==> config.mk <==
export PLATFORM = sky130hd
export DESIGN_NAME = instr_queue
export DESIGN_NICKNAME = d
export VERILOG_FILES = /design/src/rtl/instr_queue.sv
export SDC_FILE = /design/constraint.sdc
export NUM_CORES = 1
export LEC_CHECK = 0
export CAP_MARGIN = 20
export CORE_MARGIN = 5
export CORE_UTILIZATION = 40
export CTS_BUF_LIST = sky130_fd_sc_hd__clkbuf_16
export DETAILED_ROUTE_END_ITERATION = 8
export SKIP_CTS_REPAIR_TIMING = 1
export SLEW_MARGIN = 10
export SYNTH_ARGS = -nofsm -noshare
export SYNTH_HDL_FRONTEND = slang
export SYNTH_SLANG_ARGS = --single-unit
==> constraint.sdc <==
create_clock -name clk -period 2.95 [get_ports clk]
set_input_delay 0.295 -clock clk [delete_from_list [all_inputs] [get_ports clk]]
set_output_delay 0.295 -clock clk [all_outputs]
set_load 0.005 [all_outputs]
==> src/rtl/instr_queue.sv <==
// rtl/instr_queue.sv - fetch-to-decode instruction FIFO; IQ_BYPASS_EN adds an empty-queue bypass
// Holds {pc, instr} pairs between fetch and decode, dropped wholesale on a pipeline flush.
module instr_queue #(
  parameter int DEPTH = 8,
  parameter int PTR_W = $clog2(DEPTH)
) (
  input  logic             clk,
  input  logic             rst_n,
  input  logic             flush,
  input  logic             fetch_valid,
  input  logic [31:0]      fetch_pc,
  input  logic [31:0]      fetch_instr,
  output logic             fetch_ready,
  output logic             dec_valid,
  output logic [31:0]      dec_pc,
  output logic [31:0]      dec_instr,
  input  logic             dec_ready,
  output logic [PTR_W:0]   count
);

  localparam logic [PTR_W:0]   FULL_CNT = (PTR_W + 1)'(DEPTH);
  localparam logic [PTR_W:0]   CNT_ONE  = (PTR_W + 1)'(1);
  localparam logic [PTR_W-1:0] PTR_ONE  = PTR_W'(1);

  logic [63:0]      mem_q [DEPTH];
  logic [63:0]      mem_d [DEPTH];
  logic [PTR_W-1:0] head_q, head_d;
  logic [PTR_W-1:0] tail_q, tail_d;
  logic [PTR_W:0]   count_q, count_d;

  logic push;
  logic pop;
  logic wr_en;
  logic rd_en;
  logic bypass_hit;

  assign fetch_ready = (count_q != FULL_CNT) | dec_ready;
  assign count       = count_q;
  assign push        = fetch_valid & fetch_ready;
  assign pop         = dec_valid & dec_ready;

`ifdef IQ_BYPASS_EN
  // An empty queue hands the fetch entry straight to decode; it is only stored if decode stalls.
  assign bypass_hit = (count_q == '0) & fetch_valid & ~flush;
`else
  assign bypass_hit = 1'b0;
`endif

  assign wr_en = push & ~(bypass_hit & dec_ready);
  assign rd_en = pop & ~bypass_hit;

  always_comb begin
    dec_valid = (count_q != '0);
    dec_pc    = mem_q[head_q][63:32];
    dec_instr = mem_q[head_q][31:0];
    if (bypass_hit) begin
      dec_valid = 1'b1;
      dec_pc    = fetch_pc;
      dec_instr = fetch_instr;
    end
  end

  always_comb begin
    mem_d   = mem_q;
    head_d  = head_q;
    tail_d  = tail_q;
    count_d = count_q;
    if (flush) begin
      head_d  = '0;
      tail_d  = '0;
      count_d = '0;
    end else begin
      if (wr_en) begin
        mem_d[tail_q] = {fetch_pc, fetch_instr};
        tail_d        = tail_q + PTR_ONE;
      end
      if (rd_en) begin
        head_d = head_q + PTR_ONE;
      end
      case ({wr_en, rd_en})
        2'b10:   count_d = count_q + CNT_ONE;
        2'b01:   count_d = count_q - CNT_ONE;
        default: count_d = count_q;
      endcase
    end
  end

  always_ff @(posedge clk or negedge rst_n) begin
    if (!rst_n) begin
      for (int i = 0; i < DEPTH; i++) begin
        mem_q[i] <= '0;
      end
      head_q  <= '0;
      tail_q  <= '0;
      count_q <= '0;
    end else begin
      mem_q   <= mem_d;
      head_q  <= head_d;
      tail_q  <= tail_d;
      count_q <= count_d;
    end
  end

endmodule

Yosys cells after proc, flatten, opt, wreduce, memory -nomap -nowiden
Index checks and enable logic that the tools add are counted.

word-level totals
  flip-flop bits (word level) = 522
  bits of input ports = 69
  output and inout port bits = 70
  logic and storage cells = 45

cells by class
  add/sub/neg operators = 4
  order comparisons = 3
  eq/ne operators = 3
  mux-type cells = 12
  bitwise gates (word level) = 6
  reduce and logical (&&, ||, !) cells = 6

operator list
  cell                                                                          number
  512-bit bitwise mux                                                           1
  64-bit binary-select mux with 3-bit select                                    1
  64-bit demux with 3-bit select                                                1
  64-bit 2-to-1 mux                                                             3
  3-bit 2-to-1 mux                                                              4
  4-bit >= comparator, second input constant                                    2
  3-bit NOT with 4-bit output                                                   2
  4-bit one-hot mux with 2 select lines                                         1
  3-bit by 1-bit adder with 3-bit output, second input constant                 2
  4-bit by 1-bit adder with 4-bit output, second input constant                 1
  4-bit by 1-bit less-than comparator with 1-bit output, second input constant  1
  4-bit 2-to-1 mux                                                              1
  4-bit != test, second input constant                                          1
  2-bit nonzero test                                                            2
  4-bit nonzero test                                                            1
  4-bit by 1-bit subtractor with 4-bit output, second input constant            1
  3-bit nonzero test                                                            1
  1-bit bitwise AND                                                             2
  2-bit by 1-bit == test with 1-bit output, second input constant               1
  2-bit == test, second input constant                                          1
  2-bit AND reduction                                                           1
  1-bit logical AND                                                             1
  1-bit NOT                                                                     1
  1-bit bitwise OR                                                              1

Depth between registers and ports, before layout
Gate-level depths: netlist of run 1.

  word-level depth = 6
  mapped depth = 8
  mapped depth without buffers = 7

Least setup slack after synthesis of run 1
No wires, ideal clock.

  path type = register to register
  start = register count_q[0], in the netlist count[0]
  end = register count_q[3], in the netlist count[3]
  library setup time = 125 ps
  data arrival time = 2215 ps
  required time = 2825 ps
  setup slack = 610 ps
  cell stages (with the launch flop) = 9
  buffers on the path = 1
  period minus slack after synthesis = 2340 ps
  path through = dfrtp_1 > buf_2 > nor4_1 > nor2_1 > ha_1 > o21a_1 > nor2_1 > o311ai_0 > mux2_2

between the ends
  cells in the longest elaborated chain, start to end = 6
  elaborated cells between the ends (all ways) = 12
  those cells by class = add/sub (2); eq/ne (3); mux (2); bitwise (3); reduce/logical (2)

ends and longest elaborated chain
  item                                                                       RTL line  RTL
  start, declared                                                            29        logic [PTR_W:0] count_q, count_d;
  start signal, assigned                                                     100       count_q <= count_d;
  4-bit != test                                                              37        assign fetch_ready = (count_q != FULL_CNT) | dec_ready;
  1-bit bitwise OR                                                           37
  1-bit bitwise AND                                                          39        assign push = fetch_valid & fetch_ready;
  2-bit by 1-bit == test with 1-bit output or 2-bit == test (tied branches)  80        case ({wr_en, rd_en})
  4-bit one-hot mux with 2 select lines                                      80
  4-bit 2-to-1 mux                                                           68        if (flush) begin

Several ways; a longest one is shown, not always the timed one.
A chain may end at the register's enable or synchronous reset.

Worst setup path in the final report of run 1
  start = register head_q[0]
  end = output port dec_instr[16]

between the ends
  cells in the longest elaborated chain, start to end = 4

ends and longest elaborated chain
  item                                                  RTL line  RTL
  start, declared                                       27        logic [PTR_W-1:0] head_q, head_d;
  start signal, assigned                                93        head_q <= '0;
  start signal, assigned                                98        head_q <= head_d;
  3-bit NOT with 4-bit output (implied by the code)     55        dec_instr = mem_q[head_q][31:0];
  64-bit binary-select mux with 3-bit select            55
  64-bit 2-to-1 mux (implied by the code) (2 in a row)  55
  end, declared                                         16        output logic [31:0] dec_instr,

Every way passes these cells. The select of a mux whose other input is x is not followed.

==> results of run 1 <==
## per-stage QoR
step	hold slack (ns)	cell area (sq um)	power, mW	setup slack, ns
after floorplan	-0.000591	24000	13.7	0.610
after global placement	0.303	26500	16.5	0.283
after detailed placement	0.308	26500	16.7	0.245
after CTS	-0.351	28300	23.9	-0.303
after global routing	0.291	28800	25.3	-0.208
final	0.236	28800	24.1	-0.103
## worst register-to-register path, cell delays in order, from the launching register on
cell and delay (ns):
dfrtp_1 0.49, or3_4 0.45, o21a_1 0.20, buf_4 0.22, nand3_4 0.34, buf_12 0.27
mux2_2 0.36
## sequential cells by signal, summed over array words and instances, names as in the netlist
register / flops
head_q: 3
tail_q: 3
count: 4
mem_q: 512
## cells in the final DEF (no fill, tap or decap), types with 6 or more instances in the layout
master and count:
dfrtp_1 519, mux2_2 423, mux4_2 128, mux2_4 111, clkdlybuf4s50_1 108, clkbuf_16 65
mux2_1 43, buf_4 36, dlymetal6s2s_1 29, buf_12 26, inv_1 16, nor2_1 13
clkinv_1 11, bufinv_16 7, nand3_4 6, clkinv_2 6
## kinds of logic after synthesis
group	share of synthesized area (%)
adders and majority gates	0.208
muxes	40.9
AOI/OAI and AO/OA	0.354
xor gates and xnor gates	0.255
DFF	54.4
and+or+nand+nor	1.26
buffers and inverters	2.65
## cell type report
| class | instances | area, sq um |
|---|---|---|
| diodes | 3 | 7.51 |
| clock buffers | 59 | 1480 |
| clock inverters | 41 | 354 |
| fillers | 5038 | 30400 |
| inverters | 1 | 3.75 |
| multi-input cells | 768 | 10300 |
| flip-flops and latches | 522 | 13100 |
| well taps | 773 | 967 |
| repair buffers | 217 | 2590 |
## path summary, 6_finish.rpt
kind,from,to,slack [ns],cells past startpoint
setup / recovery,head_q[0]$_DFFE_PN0P_,dec_instr[16],-0.10,5
min in group clk,flush,tail_q[1]$_DFFE_PN0P_,0.37,2
setup reg to reg,count[1]$_DFFE_PN0P_,mem_q[461]$_DFFE_PN0P_,0.50,6
hold / removal,rst_n,mem_q[328]$_DFFE_PN0P_,0.24,2
max in group asynchronous,rst_n,mem_q[413]$_DFFE_PN0P_,1.61,3
hold reg to reg,mem_q[395]$_DFFE_PN0P_,mem_q[395]$_DFFE_PN0P_,0.48,1
## where the power goes
part	switching, mW	total [mW]	internal, mW
Sequential	0.832	9.57	8.73
Combinational	2.66	7.44	4.78
Clock	2.88	7.06	4.18
## layer usage
metal,track usage [%],wire length (um),share of wire [%],vias up
met1,23.9,26200,47,6939
met4,4.17,1040,1.9,4
met5,0,21,0.038,-
met3,3.11,2150,3.9,69
li1,-,-,-,5577
met2,27.1,26300,47,193
==> impl_metrics.yaml, run 1 <==
outcome:
  status: "complete, but fails checks"
  violations: "negative setup slack"
hold_path:
  hold_path.class: "in -> async"
timing:
  maxSlewViolCount: 0
  fin_worst_skew_ns: 0.0137
  setup_violations: 35
  fin_crit_sh_pct: 104
  worst_slack_ns: -0.103
  period_minus_slack_ns: 3.05
  max_freq_mhz: 327
  tightestPinTransition_ns: 0.768
  fin_setup_tns_ns: -2.30
  slew_headroom_pct: 48.7
  rsz0062_at_grt: "true"
  hold_viol: 0
final_layout:
  final_core_util_pct: 48.6
  area_growth_pct: 19.9
  nets: 1640
  drive_gt1_share_pct: 51.6
  final_cells: 2384
clock_tree:
  cts.path.max_buffers: 3
  clock_latency_ns: 0.60
  root_buffer: "clkbuf_16"
  h-tree-depth: 2
  cts_tree: "yes"
  cts_buffers: 57
  path_clk_slew_ns: 0.05
  cts.sinks: 522
placed_design:
  numPortBuffers: 138
  gp_congestion: 0.728
  dp_hpwl_mm: 31.9
  placed_cells: 2254
job:
  maxCapViolations: 0
route:
  drt_first_pass_iters: 4
  drt_iter0_drc: 648
  wire_per_inst_um: 23.3
  antenna_left: 0
  vias_per_cell: 5.36
  post-route-drc-count: 0
  num_vias: 12782
  wl_mm: 55.7
synthesis:
  synth-main-ff-cell: "dfrtp_1"
  syn_inst: 1380
  synth_edf_count: 0
  synth_cell_types: 37
  synth_seq_area_share_pct: 54.4
  synthArstFlopShare_pct: 100
  yosys_warnings: 0
  synthTopCellsByArea: "dfrtp_1, mux2_2, mux4_2"
  synth.largest_area_cell: "dfrtp_1"
  syn-cell-area_sq_um: 24000
  avgSynthCellArea_sq_um: 17.4
  synth.most_common_cell: "dfrtp_1"
  synth_commonest_cells: "dfrtp_1, mux2_2, mux4_2"
  syn_nets: 1453
  netlist.area_leader.share_pct: 54.4
  synth-seq-cells: 522
critical_path:
  cp-start-kind: "flop"
  crit_required_ns: 2.65
  slowest_stage: "dfrtp_4"
  critical_path_arrival_ns: 2.76
  worstPathMaxFanout: 8
  critPathCaptureType: "output pin"
  crit_chain: "buf_4, clkbuf_16, mux4_2, mux2_2, clkdlybuf4s50_1"
  cpPeakStageDelay_ns: 0.54
  path_class: "reg -> out"
  path_buf_inv: 3
  critical-path-top-delay-family: "buffers and inverters"
grt:
  grt_max_degree: 117
  grt_first_pass_wirelength_mm: 85.5
  first_global_vias: 14263
  grt_usage_pct: 16.8
  antenna_found_initial: 4
  overflow: 0
floorplan:
  die_x_um: 255
  fp.coreArea_sq_um: 59200
  ios: 139
  die_h_um: 255
  start_util_pct: 40.5
  die_area_sq_um: 65000
  num_rows: 89
power_and_ir_drop:
  ir_drop_uv: 485
  power_density_nw_per_um2: 836
  power.leakage_nw: 13.6
(Power assumes the default switching activity.)
==> run 2: changes to the inputs <==
Settings changed: TNS_END_PERCENT from default to 5.
==> run 2 against run 1 <==
  * The run still ends with negative setup slack left
  * Cell count shrank 0.55%
  * Power shrank 1.8%
  * Global-route usage unchanged
  * Sequential power about the same
  * Clock skew grew 0.00069 ns
  * Wire length decreased by 2.0%
  * Die area unchanged
  * Hold slack better by 0.0021 ns
  * Largest power group unchanged
==> impl_metrics.yaml, run 2 (synthesis results as in run 1) <==
outcome:
  status: "complete, but fails checks"
  violations: "negative setup slack"
power_and_ir_drop:
  p_clk_share_pct: 29.8
  ir_drop_uv: 455
  p_seq_share_pct: 40.5
  power.leakage_nw: 13.5
  power_density_nw_per_um2: 828
  internal-power_mw: 17.4
  pwr-share-comb_pct: 29.7
  swShare_pct: 26.3
  switchingPower_mw: 6.22
floorplan:
  num_rows: 89
  die_h_um: 255
  die_x_um: 255
  die_area_sq_um: 65000
  ios: 139
  fp.coreArea_sq_um: 59200
  start_util_pct: 40.5
clock_tree:
  cts_buffers: 57
  path_clk_slew_ns: 0.05
  clock_latency_ns: 0.60
  cts_tree: "yes"
  cts.path.max_buffers: 3
  cts.sinks: 522
  h-tree-depth: 2
  root_buffer: "clkbuf_16"
grt:
  grt_max_degree: 117
  grt_first_pass_wirelength_mm: 85.5
  antenna_found_initial: 4
  grt_usage_pct: 16.8
  overflow: 0
  first_global_vias: 14263
  met1_usage_pct: 23.9
  grtUsageMet2_pct: 27.1
  use_met3_pct: 3.11
  top_usage_layer: "met2"
critical_path:
  worstPathMaxFanout: 13
  crit_required_ns: 2.65
  critical_path_arrival_ns: 2.81
  cp-endpoint: "dec_instr[16]"
  reg2reg_depth: 6
  path_class: "reg -> out"
  cpPeakStageDelay_ns: 0.55
  critPathCaptureType: "output pin"
  startpoint: "head_q[0]$_DFFE_PN0P_"
  slowest_stage: "dfrtp_4"
  r2r_slack_ns: 0.50
  crit_chain: "buf_4, clkbuf_16, mux4_2, mux2_2, clkdlybuf4s50_1"
  worstReg2RegEnd: "mem_q[461]$_DFFE_PN0P_"
  timing.rr.start: "count[1]$_DFFE_PN0P_"
  cp-start-kind: "flop"
route:
  wire_per_inst_um: 23.0
  drt_first_pass_iters: 4
  post-route-drc-count: 0
  wl_mm: 54.6
  drt_iter0_drc: 662
  antenna_left: 0
  num_vias: 12762
  vias_per_cell: 5.38
final_layout:
  nets: 1627
  final_common_cell: "dfrtp_1"
  drive_gt1_share_pct: 51.2
  largest_register: "mem_q"
  largest_reg_flops: 512
  area_growth_pct: 18.9
  final_cell_mix: "dfrtp_1, mux2_2, mux4_2"
  num-fill-cells: 5052
  final_core_util_pct: 48.2
  final_area_sq_um: 28600
placed_design:
  dpl-instance-area_sq_um: 26500
  dp_hpwl_mm: 31.9
  numPortBuffers: 138
  gp_congestion: 0.728
job:
  maxCapViolations: 0
timing:
  max_freq_mhz: 323
  maxSlewViolCount: 0
  hold_viol: 0
  rsz0062_at_grt: "true"
  worst_slack_ns: -0.151
  fin_worst_skew_ns: 0.0144
  setup_violations: 32
  slew_headroom_pct: 48.6
  period_minus_slack_ns: 3.10
  fin_crit_sh_pct: 105
  tightestPinTransition_ns: 0.769
hold_path:
  hold_path.class: "in -> async"
-- run 2: cell count changes in the layout (fill, tap and decap cells not counted), sizes merged --
cell           before  now
clkbuf             65   61
clkdlybuf4s50     108  105
buf                73   64
dlymetal6s2s       29   32
-- run 2: final cells by class --
type	instances	area [sq um]	area share [%]
inverter	1	3.75	0.0131
timing repair buffer	204	2360	8.25
clock buffer	59	1480	5.17
multi-input combinational	768	10300	36.1
clock inverter	41	354	1.24
antenna	3	7.51	0.0263
sequential	522	13100	45.8
tap	773	967	3.39
-- run 2: power groups by stage --
stage | Sequential, mW | Combinational, mW | Clock, mW
6_report | 9.56 | 7.02 | 7.05
5_1_grt | 9.74 | 7.61 | 7.55
4_1_cts | 9.55 | 7.07 | 7.27
3_5_place_dp | 9.67 | 7.04 | 0
3_3_place_gp | 9.58 | 6.94 | 0
2_1_floorplan | 9.32 | 4.40 | 0
-- run 2: how the worst min path moves through the flow --
stage,start,end,slack (ns),cells after the start
6_report,rst_n,mem_q[328]$_DFFE_PN0P_,0.24,2
5_1_grt,rst_n,mem_q[328]$_DFFE_PN0P_,0.29,2
4_1_cts,rst_n,mem_q[328]$_DFFE_PN0P_,-0.35,1
3_5_place_dp,rst_n,mem_q[328]$_DFFE_PN0P_,0.31,1
3_3_place_gp,rst_n,mem_q[328]$_DFFE_PN0P_,0.30,1
2_1_floorplan,rst_n,count[0]$_DFFE_PN0P_,-0.0006,0
-- run 2: metal layers --
metal  vias up  wire length (um)
li1       5551                 -
met1      6956             25300
met2       182             26100
met3        69              2110
met4         4              1040
met5         -                21
-- run 2: worst max-delay path: cells and delay by family, from the launching register on --
family   cells  cell delay (ns)
buf+inv      3             0.85
mux          2             0.81
flops        1             0.55
-- run 2: stage by stage --
stage                     setup TNS [ns]  hold slack (ns)  power (mW)  setup WS [ns]  cells
after global placement                 0            0.303        16.5          0.283   2254
after detailed placement               0            0.308        16.7          0.245   2254
final                              -3.27            0.238        23.6         -0.151   2371
after global routing               -6.66            0.291        24.9         -0.251   2369
after floorplan                        0        -0.000591        13.7          0.610   1380
after CTS                         -12.92           -0.351        23.9         -0.303   2354
